===== config.mk =====
export PLATFORM = sky130hd
export DESIGN_NAME = tlul_scratch_dev
export DESIGN_NICKNAME = d
export VERILOG_FILES = /design/src/rtl/tlul_scratch_dev.sv
export SDC_FILE = /design/constraint.sdc
export NUM_CORES = 1
export LEC_CHECK = 0
export BUFFER_PORTS_ARGS = -buffer_cell sky130_fd_sc_hd__buf_2
export CAP_MARGIN = 0
export CORE_UTILIZATION = 60
export CTS_BUF_LIST = sky130_fd_sc_hd__clkbuf_8
export DETAILED_ROUTE_END_ITERATION = 8
export PLACE_DENSITY = 0.89
export SLEW_MARGIN = 10
export SYNTH_ARGS = -nofsm -noshare
export SYNTH_HDL_FRONTEND = slang
export SYNTH_SLANG_ARGS = --single-unit

===== constraint.sdc =====
create_clock -name clk -period 29 [get_ports clk]
set_input_delay 2.9 -clock clk [delete_from_list [all_inputs] [get_ports clk]]
set_output_delay 2.9 -clock clk [all_outputs]
set_load 0.02 [all_outputs]

===== src/rtl/tlul_scratch_dev.sv =====
// TL-UL scratch-memory responder: DEPTH x 32-bit words, one outstanding transaction, saturating error counter.
// Response one cycle after accept; a_ready is low until the response is taken with d_ready.
package tlul_pkg;
    localparam logic [2:0] PutFullData    = 3'd0;
    localparam logic [2:0] PutPartialData = 3'd1;
    localparam logic [2:0] Get            = 3'd4;
    localparam logic [2:0] AccessAck      = 3'd0;
    localparam logic [2:0] AccessAckData  = 3'd1;

    typedef struct packed {
        logic        a_valid;
        logic [2:0]  a_opcode;
        logic [2:0]  a_param;
        logic [1:0]  a_size;
        logic [7:0]  a_source;
        logic [31:0] a_address;
        logic [3:0]  a_mask;
        logic [31:0] a_data;
        logic [15:0] a_user;
        logic        d_ready;
    } tl_h2d_t;

    typedef struct packed {
        logic        d_valid;
        logic [2:0]  d_opcode;
        logic [2:0]  d_param;
        logic [1:0]  d_size;
        logic [7:0]  d_source;
        logic [0:0]  d_sink;
        logic [31:0] d_data;
        logic [15:0] d_user;
        logic        d_error;
        logic        a_ready;
    } tl_d2h_t;
endpackage

module tlul_scratch_dev #(
    parameter int          DEPTH     = 16,
    parameter logic [31:0] BASE_ADDR = 32'h0000_0000,
    parameter int          ERR_CNT_W = 8
) (
    input  logic                  clk,
    input  logic                  rst,
    input  tlul_pkg::tl_h2d_t     tl_i,
    output tlul_pkg::tl_d2h_t     tl_o,
    output logic [ERR_CNT_W-1:0]  err_cnt,
    output logic                  busy
);
    import tlul_pkg::*;

    localparam int AW = $clog2(DEPTH);

    typedef enum logic {IDLE, RESP} state_t;

    state_t                r_state;
    state_t                w_state_nxt;
    logic [31:0]           r_mem [DEPTH];
    logic [2:0]            r_d_opcode;
    logic [1:0]            r_d_size;
    logic [7:0]            r_d_source;
    logic                  r_d_error;
    logic [31:0]           r_d_data;
    logic [ERR_CNT_W-1:0]  r_err_cnt;

    logic                  w_accept;
    logic [AW-1:0]         w_idx;
    logic [32:0]           w_addr33;
    logic [32:0]           w_end;
    logic                  w_range_err;
    logic                  w_size_err;
    logic                  w_align_err;
    logic                  w_op_err;
    logic                  w_mask_err;
    logic                  w_error;
    logic                  w_is_get;
    logic                  w_unused_tl;

    assign w_unused_tl = ^{tl_i.a_param, tl_i.a_user};

    assign w_accept    = (r_state == IDLE) && tl_i.a_valid;
    assign w_idx       = tl_i.a_address[AW+1:2];
    assign w_addr33    = {1'b0, tl_i.a_address};
    // 33-bit end bound so a window ending at 4 GiB does not wrap
    assign w_end       = {1'b0, BASE_ADDR} + 33'(DEPTH * 4);
    assign w_range_err = (w_addr33 < {1'b0, BASE_ADDR}) || (w_addr33 >= w_end);
    assign w_size_err  = (tl_i.a_size == 2'd3);
    assign w_is_get    = (tl_i.a_opcode == Get);
    assign w_op_err    = !(tl_i.a_opcode inside {Get, PutFullData, PutPartialData});
    assign w_mask_err  = (tl_i.a_opcode == PutFullData) && (tl_i.a_size == 2'd2)
                         && (tl_i.a_mask != 4'hF);
    assign w_error     = w_range_err || w_size_err || w_align_err || w_op_err || w_mask_err;

    always_comb begin
        w_align_err = 1'b0;
        case (tl_i.a_size)
            2'd1:    w_align_err = tl_i.a_address[0];
            2'd2:    w_align_err = |tl_i.a_address[1:0];
            default: w_align_err = 1'b0;
        endcase
    end

    always_comb begin
        w_state_nxt = r_state;
        case (r_state)
            IDLE:    if (tl_i.a_valid) w_state_nxt = RESP;
            RESP:    if (tl_i.d_ready) w_state_nxt = IDLE;
            default: w_state_nxt = IDLE;
        endcase
    end

    always_ff @(posedge clk or posedge rst) begin
        if (rst) begin
            r_state <= IDLE;
        end else begin
            r_state <= w_state_nxt;
        end
    end

    always_ff @(posedge clk or posedge rst) begin
        if (rst) begin
            for (int i = 0; i < DEPTH; i++) begin
                r_mem[i] <= '0;
            end
        end else if (w_accept && !w_error && !w_is_get) begin
            for (int b = 0; b < 4; b++) begin
                if (tl_i.a_mask[b]) begin
                    r_mem[w_idx][8*b +: 8] <= tl_i.a_data[8*b +: 8];
                end
            end
        end
    end

    // Response fields are captured at accept and held until the handshake
    always_ff @(posedge clk or posedge rst) begin
        if (rst) begin
            r_d_opcode <= '0;
            r_d_size   <= '0;
            r_d_source <= '0;
            r_d_error  <= 1'b0;
            r_d_data   <= '0;
            r_err_cnt  <= '0;
        end else if (w_accept) begin
            r_d_opcode <= w_is_get ? AccessAckData : AccessAck;
            r_d_size   <= tl_i.a_size;
            r_d_source <= tl_i.a_source;
            r_d_error  <= w_error;
            r_d_data   <= (w_is_get && !w_error) ? r_mem[w_idx] : 32'h0;
            if (w_error && (r_err_cnt != '1)) begin
                r_err_cnt <= r_err_cnt + 1'b1;
            end
        end
    end

    always_comb begin
        tl_o          = '0;
        tl_o.a_ready  = (r_state == IDLE);
        tl_o.d_valid  = (r_state == RESP);
        tl_o.d_opcode = r_d_opcode;
        tl_o.d_size   = r_d_size;
        tl_o.d_source = r_d_source;
        tl_o.d_error  = r_d_error;
        tl_o.d_data   = r_d_data;
    end

    assign err_cnt = r_err_cnt;
    assign busy    = (r_state == RESP);
endmodule


# After elaboration in Yosys (flattened, before gate mapping)
# Cells that the tools add are included.
word_totals:
  in_bits: 104
  out_inout_bits: 77
  wordCells: 85
  reg_bits: 567
classes:
  mux: 28
  n_reduce_logical: 20
  n_eq_ne: 7
  addsub: 1
  bitwise: 2
  order_cmp: 4
ops:
  columns: ["op", "count"]
  rows:
  - ["2-to-1 mux 512 bit", 7]
  - ["bitwise mux 512 bit", 4]
  - ["demux 32 bit (select 4 bit)", 4]
  - ["binary-select mux 32 bit (select 4 bit)", 1]
  - ["2-to-1 mux 32 bit", 4]
  - ["greater-or-equal comparator 32 x 7 -> 1 bit (second input constant)", 1]
  - ["less-than comparator 32 x 1 -> 1 bit (second input constant)", 1]
  - ["2-to-1 mux 24 bit", 1]
  - ["2-to-1 mux 16 bit", 1]
  - ["adder 8 x 1 -> 8 bit (second input constant)", 1]
  - ["logical AND 1 bit", 8]
  - ["2-to-1 mux 8 bit", 1]
  - ["inequality test 8 bit (second input constant)", 1]
  - ["greater-or-equal comparator 5 bit (second input constant)", 1]
  - ["logical OR 1 bit", 5]
  - ["less-than comparator 5 x 1 -> 1 bit (second input constant)", 1]
  - ["NOT 4 -> 5 bit", 1]
  - ["equality test 2 bit (second input constant)", 2]
  - ["inequality test 4 bit (second input constant)", 1]
  - ["one-hot mux 1 bit (2 select lines)", 2]
  - ["equality test 3 x 1 -> 1 bit (second input constant)", 1]
  - ["equality test 3 bit (second input constant)", 1]
  - ["zero test 1 bit", 3]
  - ["zero test 3 bit", 1]
  - ["6 further kinds", 8]

# Depth between registers and ports, before layout
logic_depth:
  ltp_word: 18
  ltp_mapped: 9

# Worst setup path after synthesis
# OpenSTA, ideal clock, no wires.
synth_path:
  kind: "input to register"
  start: "input tl_i[93] (netlist bit)"
  end: "register r_mem[24] (netlist bit)"
  setup_ps: 125
  slack_ps: 24080
  arrival_time_ps: 4795
  path_stages: 8
  path_cell_list: "ha_1 nor4_1 and4_1 buf_6 nand3_4 buf_6 nor3_4 mux2_4"
synth_between:
  elab_chain_cells: 8
  word_cells_on_any_way: 13
synth_rtl:
  columns: ["item", "line_no", "rtl"]
  rows:
  - ["from (decl)", "44", "input tlul_pkg::tl_h2d_t tl_i,"]
  - ["equality test 2 bit (tied with other cells)", "89, 95", null]
  - ["one-hot mux 1 bit (2 select lines) or logical OR 1 bit (tied branches)", "95, 91", null]
  - ["logical OR 1 bit (2 in a row)", "91", "assign w_error = w_range_err || w_size_err || w_align_err || w_op_err || w_mask_err;"]
  - ["logical OR 1 bit (*)", "91", null]
  - ["zero test 1 bit (*)", "124", "end else if (w_accept && !w_error && !w_is_get) begin"]
  - ["logical AND 1 bit (*) (2 in a row)", "124", null]
  - ["to (signal, indexed assignment)", "127", "r_mem[w_idx][8*b +: 8] <= tl_i.a_data[8*b +: 8];"]
  - ["to (decl)", "57", "logic [31:0] r_mem [DEPTH];"]
# Every way passes the cells marked *; elsewhere a longest branch is shown, timed or not.
# A chain may end at the register's enable or synchronous reset.

# Final worst setup path
layout_path:
  start: "input tl_i[55] (netlist bit)"
  end: "register r_d_data[7]"
layout_between:
  elab_chain_cells: 9
  word_cells_on_any_way: 14
layout_rtl:
  columns: ["item", "line_no", "rtl"]
  rows:
  - ["less-than comparator 32 x 1 -> 1 bit or greater-or-equal comparator 32 x 7 -> 1 bit (tied branches)", "85", "assign w_range_err = (w_addr33 < {1'b0, BASE_ADDR}) || (w_addr33 >= w_end);"]
  - ["logical OR 1 bit", "85", null]
  - ["logical OR 1 bit (4 in a row)", "91", null]
  - ["zero test 1 bit", "147", "r_d_data <= (w_is_get && !w_error) ? r_mem[w_idx] : 32'h0;"]
  - ["logical AND 1 bit", "147", null]
  - ["2-to-1 mux 32 bit (*)", "147", null]
  - ["to (signal assigned)", "147", null]
  - ["to (decl)", "62", "logic [31:0] r_d_data;"]
# Every way passes the cells marked *; elsewhere a longest branch is shown, timed or not. The select of a mux whose other input is x is not followed.

==> impl_metrics.csv <==
group,metric,value,unit
floorplan,die_x,213,microns
worst_setup_path,critPathArrivalTime,6.44,ns
layout,nNetsFinal,2155,
yosys,synth-xor-area-share,0.229,%
yosys,synth_compound_area_share,5.51,%
yosys,yosysTopAreaCell,"dfrtp_1",
clocking,clk_pin_slew,0.06,ns
worst_setup_path,worstSetupPathType,"primary input to flip-flop",
layout,regArea,14100,sq um
timing,max_clock_freq,168,MHz
yosys,yosysWarnings,0,
timing,timing.final.hold_violations,0,
clocking,htreeDepth,3,
clocking,ctsHoldBuffers,0,
floorplan,die_y,213,microns
placement,port_buffers,139,
grt,top_usage_layer,"met2",
yosys,yosysUniqueCellTypes,46,
detailed_routing,avgViaCountPerCell,6.30,
detailed_routing,vias,17100,
grt,grt_pass1_vias,18500,
clocking,cts_resized,0,
layout,n_fill_cell,2872,
layout,area_growth,10.7,%
job,drv_cap,0,
floorplan,die_area,45400,sq um
worst_setup_path,cp_max_fo,98,
grt,use_met2,48.8,%
power,p_total,0.00163,W
timing,final.setup.tns,0,ns
yosys,ys.flop_type,"dfrtp_1",
yosys,synth_top_family_by_area,"multiplexers",
detailed_routing,avgRoutedWirePerCell,24.3,microns
clocking,cts_buffers,90,
timing,hold-worst-slack,0.471,ns
timing,rsz0062_at_grt,"false",
grt,grtUsageTotal,30.2,%
yosys,synth_top_area_share,52.9,%
grt,use_met3,7.19,%
floorplan,core_area,43500,sq um
yosys,synthArstFlopShare,100,%
yosys,synthSimpleGateAreaFrac,6.02,%
worst_setup_path,cp.required,29.50,ns
timing,skew,0.0226,ns
detailed_routing,drcViolationCount,0,
grt,grt-ovfl-total,0,
timing,worstMarginPinSlew,1.11,ns
detailed_routing,dr.pass1.iters,6,
worst_setup_path,reg2regPathDepth,4,
floorplan,start_util,61.5,%
layout,drive_gt1_share,47.4,%
timing,maxSlewHeadroom,25.8,%
yosys,synthesis.area,26700,sq um
power,vdd_drop_max,0.0000434,V
layout,multiInputGateArea,11900,sq um
floorplan,num_rows,76,
clocking,cts_root_buffer,"clkbuf_8",
timing,drv_slew,0,
timing,period_minus_slack,5.93,ns
timing,finalSetupViolations,0,
grt,use_met1,38.2,%
layout,layout_common_cells,"mux2_2, dfrtp_1, buf_2, mux2i_1, o22ai_1",
layout,final_common_cell,"mux2_2",
yosys,ys_seq_elements,565,
timing,layout_worst_path_cycle_share,20.5,%
yosys,synthAdderAreaFrac,0.187,%
grt,grt_max_degree,141,
outcome,status,"complete, no violations",
placement,place_congestion,0.822,
detailed_routing,ant_nets,0,
yosys,synth_edf_count,0,
grt,grt_pass1_wl,104000,microns
clocking,cts_setup_buffers,0,
yosys,synth.mux.area_fraction,32.3,%
hold_path,worst_hold_path.num_cells,2,
clocking,clock_latency,0.67,ns
clocking,ctsLongestPathBuffers,3,
detailed_routing,wl,65800,microns
yosys,seq_area_frac_synth,52.9,%
worst_setup_path,cp-start-kind,"primary input",
placement,hpwl,38400,microns
detailed_routing,drtIter0Drc,1276,
worst_setup_path,end_kind,"flip-flop",
clocking,cts_tree,"done",
yosys,yosys-top-cells-area,"dfrtp_1, mux2_2, mux2i_1",
hold_path,min_path_type,"flip-flop to flip-flop",
floorplan,io_pins,181,
clocking,clock_sinks,565,
power,p_leak,15.5,nW
yosys,syn_area_per_cell,13.9,sq um
yosys,synthCells,1922,
power,power_density,55.0,nW/um^2
grt,antenna_found_initial,3,
[logic make-up (layout without fill, tap and decap cells)]
logic type | after synthesis | count (layout)
muxes | 769 | 769
DFF | 565 | 565
AOI/OAI and AO/OA | 241 | 241
and+or+nand+nor | 186 | 186
buffers and inverters | 149 | 326
xor gates and xnor gates | 7 | 7
adders and majority gates | 4 | 4
other | 1 | 25
[per-stage QoR]
stage	instances	instance area, sq um	worst slack [ns]	utilization (%)
finish	2708	29600	23.07	68.1
global route	2705	29600	22.95	68.0
CTS	2705	29600	23.15	68.0
detailed placement	2540	27600	22.51	63.6
global placement	2540	27600	22.59	63.6
floorplan	1943	26800	10.30	-
[final timing paths]
check	startpoint	end	slack, ns
max	tl_i[55]	r_d_data[7]$_DFFE_PP0P_	23.07
min	r_d_source[5]$_DFFE_PP0P_	r_d_source[5]$_DFFE_PP0P_	0.47
max reg2reg	busy$_DFF_PP0_	r_mem[83]$_DFFE_PP0P_	25.72
min reg2reg	r_d_source[5]$_DFFE_PP0P_	r_d_source[5]$_DFFE_PP0P_	0.47
max in group asynchronous	rst	r_mem[425]$_DFFE_PP0P_	23.96
min in group asynchronous	rst	r_d_data[4]$_DFFE_PP0P_	2.38
[metal layers]
metal / vias up / routed length [microns] / share of wire (%)
li1: 7319 / - / -
met1: 8858 / 26200 / 40
met2: 666 / 32200 / 49
met3: 224 / 4520 / 6.9
met4: 2 / 2910 / 4.4
met5: - / 14 / 0.021
[flip-flops by register name, summed over array words and instances, names as in the netlist]
| name | cells |
|---|---|
| r_mem | 512 |
| r_d_data | 32 |
| err_cnt | 8 |
| r_d_source | 8 |
| r_d_size | 2 |
| busy | 1 |
| r_d_error | 1 |
| r_d_opcode | 1 |
[cells in the mapped netlist, types with 2 or more instances]
library cell,instances
mux2_2,609
dfrtp_1,565
mux2i_1,128
o22ai_1,128
nand2_1,77
o21ai_0,70
nor3_4,58
buf_1,54
clkbuf_1,44
mux2_4,32
o31ai_1,32
buf_4,25
buf_2,11
buf_6,9
nand3_1,7
nand4_1,7
nor4_1,6
and2_1,5
xor2_1,5
ha_1,4
inv_1,4
nand3_4,4
nor2b_1,3
nor3b_1,3
a2111oi_0,2
a211oi_1,2
a21oi_1,2
and4_1,2
buf_12,2
nand2b_1,2
nor2_1,2
nor3_1,2
nor3_2,2
xnor2_1,2
[worst max-delay path: stages]
cell	delay, ns
buf_8	0.60
buf_4	0.92
buf_4	0.80
mux2_2	0.43
o22ai_1	0.18
o21ai_0	0.23
o31ai_1	0.19
o21ai_0	0.13
[where the power goes]
part           internal [W]  switching, W  total [W]  leakage [nW]
clock network      0.000399      0.000314   0.000713          1.11
registers          0.000796    0.00000767   0.000804          7.86
logic             0.0000298     0.0000819   0.000112          6.49
[layout make-up]
cell class | count | area share, %
Clock inverter | 47 | 1.01
Multi-Input combinational cell | 1229 | 40.3
Timing Repair Buffer | 157 | 2.84
Clock buffer | 118 | 5.49
Tap cell | 585 | 2.47
Sequential cell | 565 | 47.8
Antenna cell | 3 | 0.0254
Inverter | 4 | 0.0761
No activity file was read; power rests on OpenSTA's default activity.
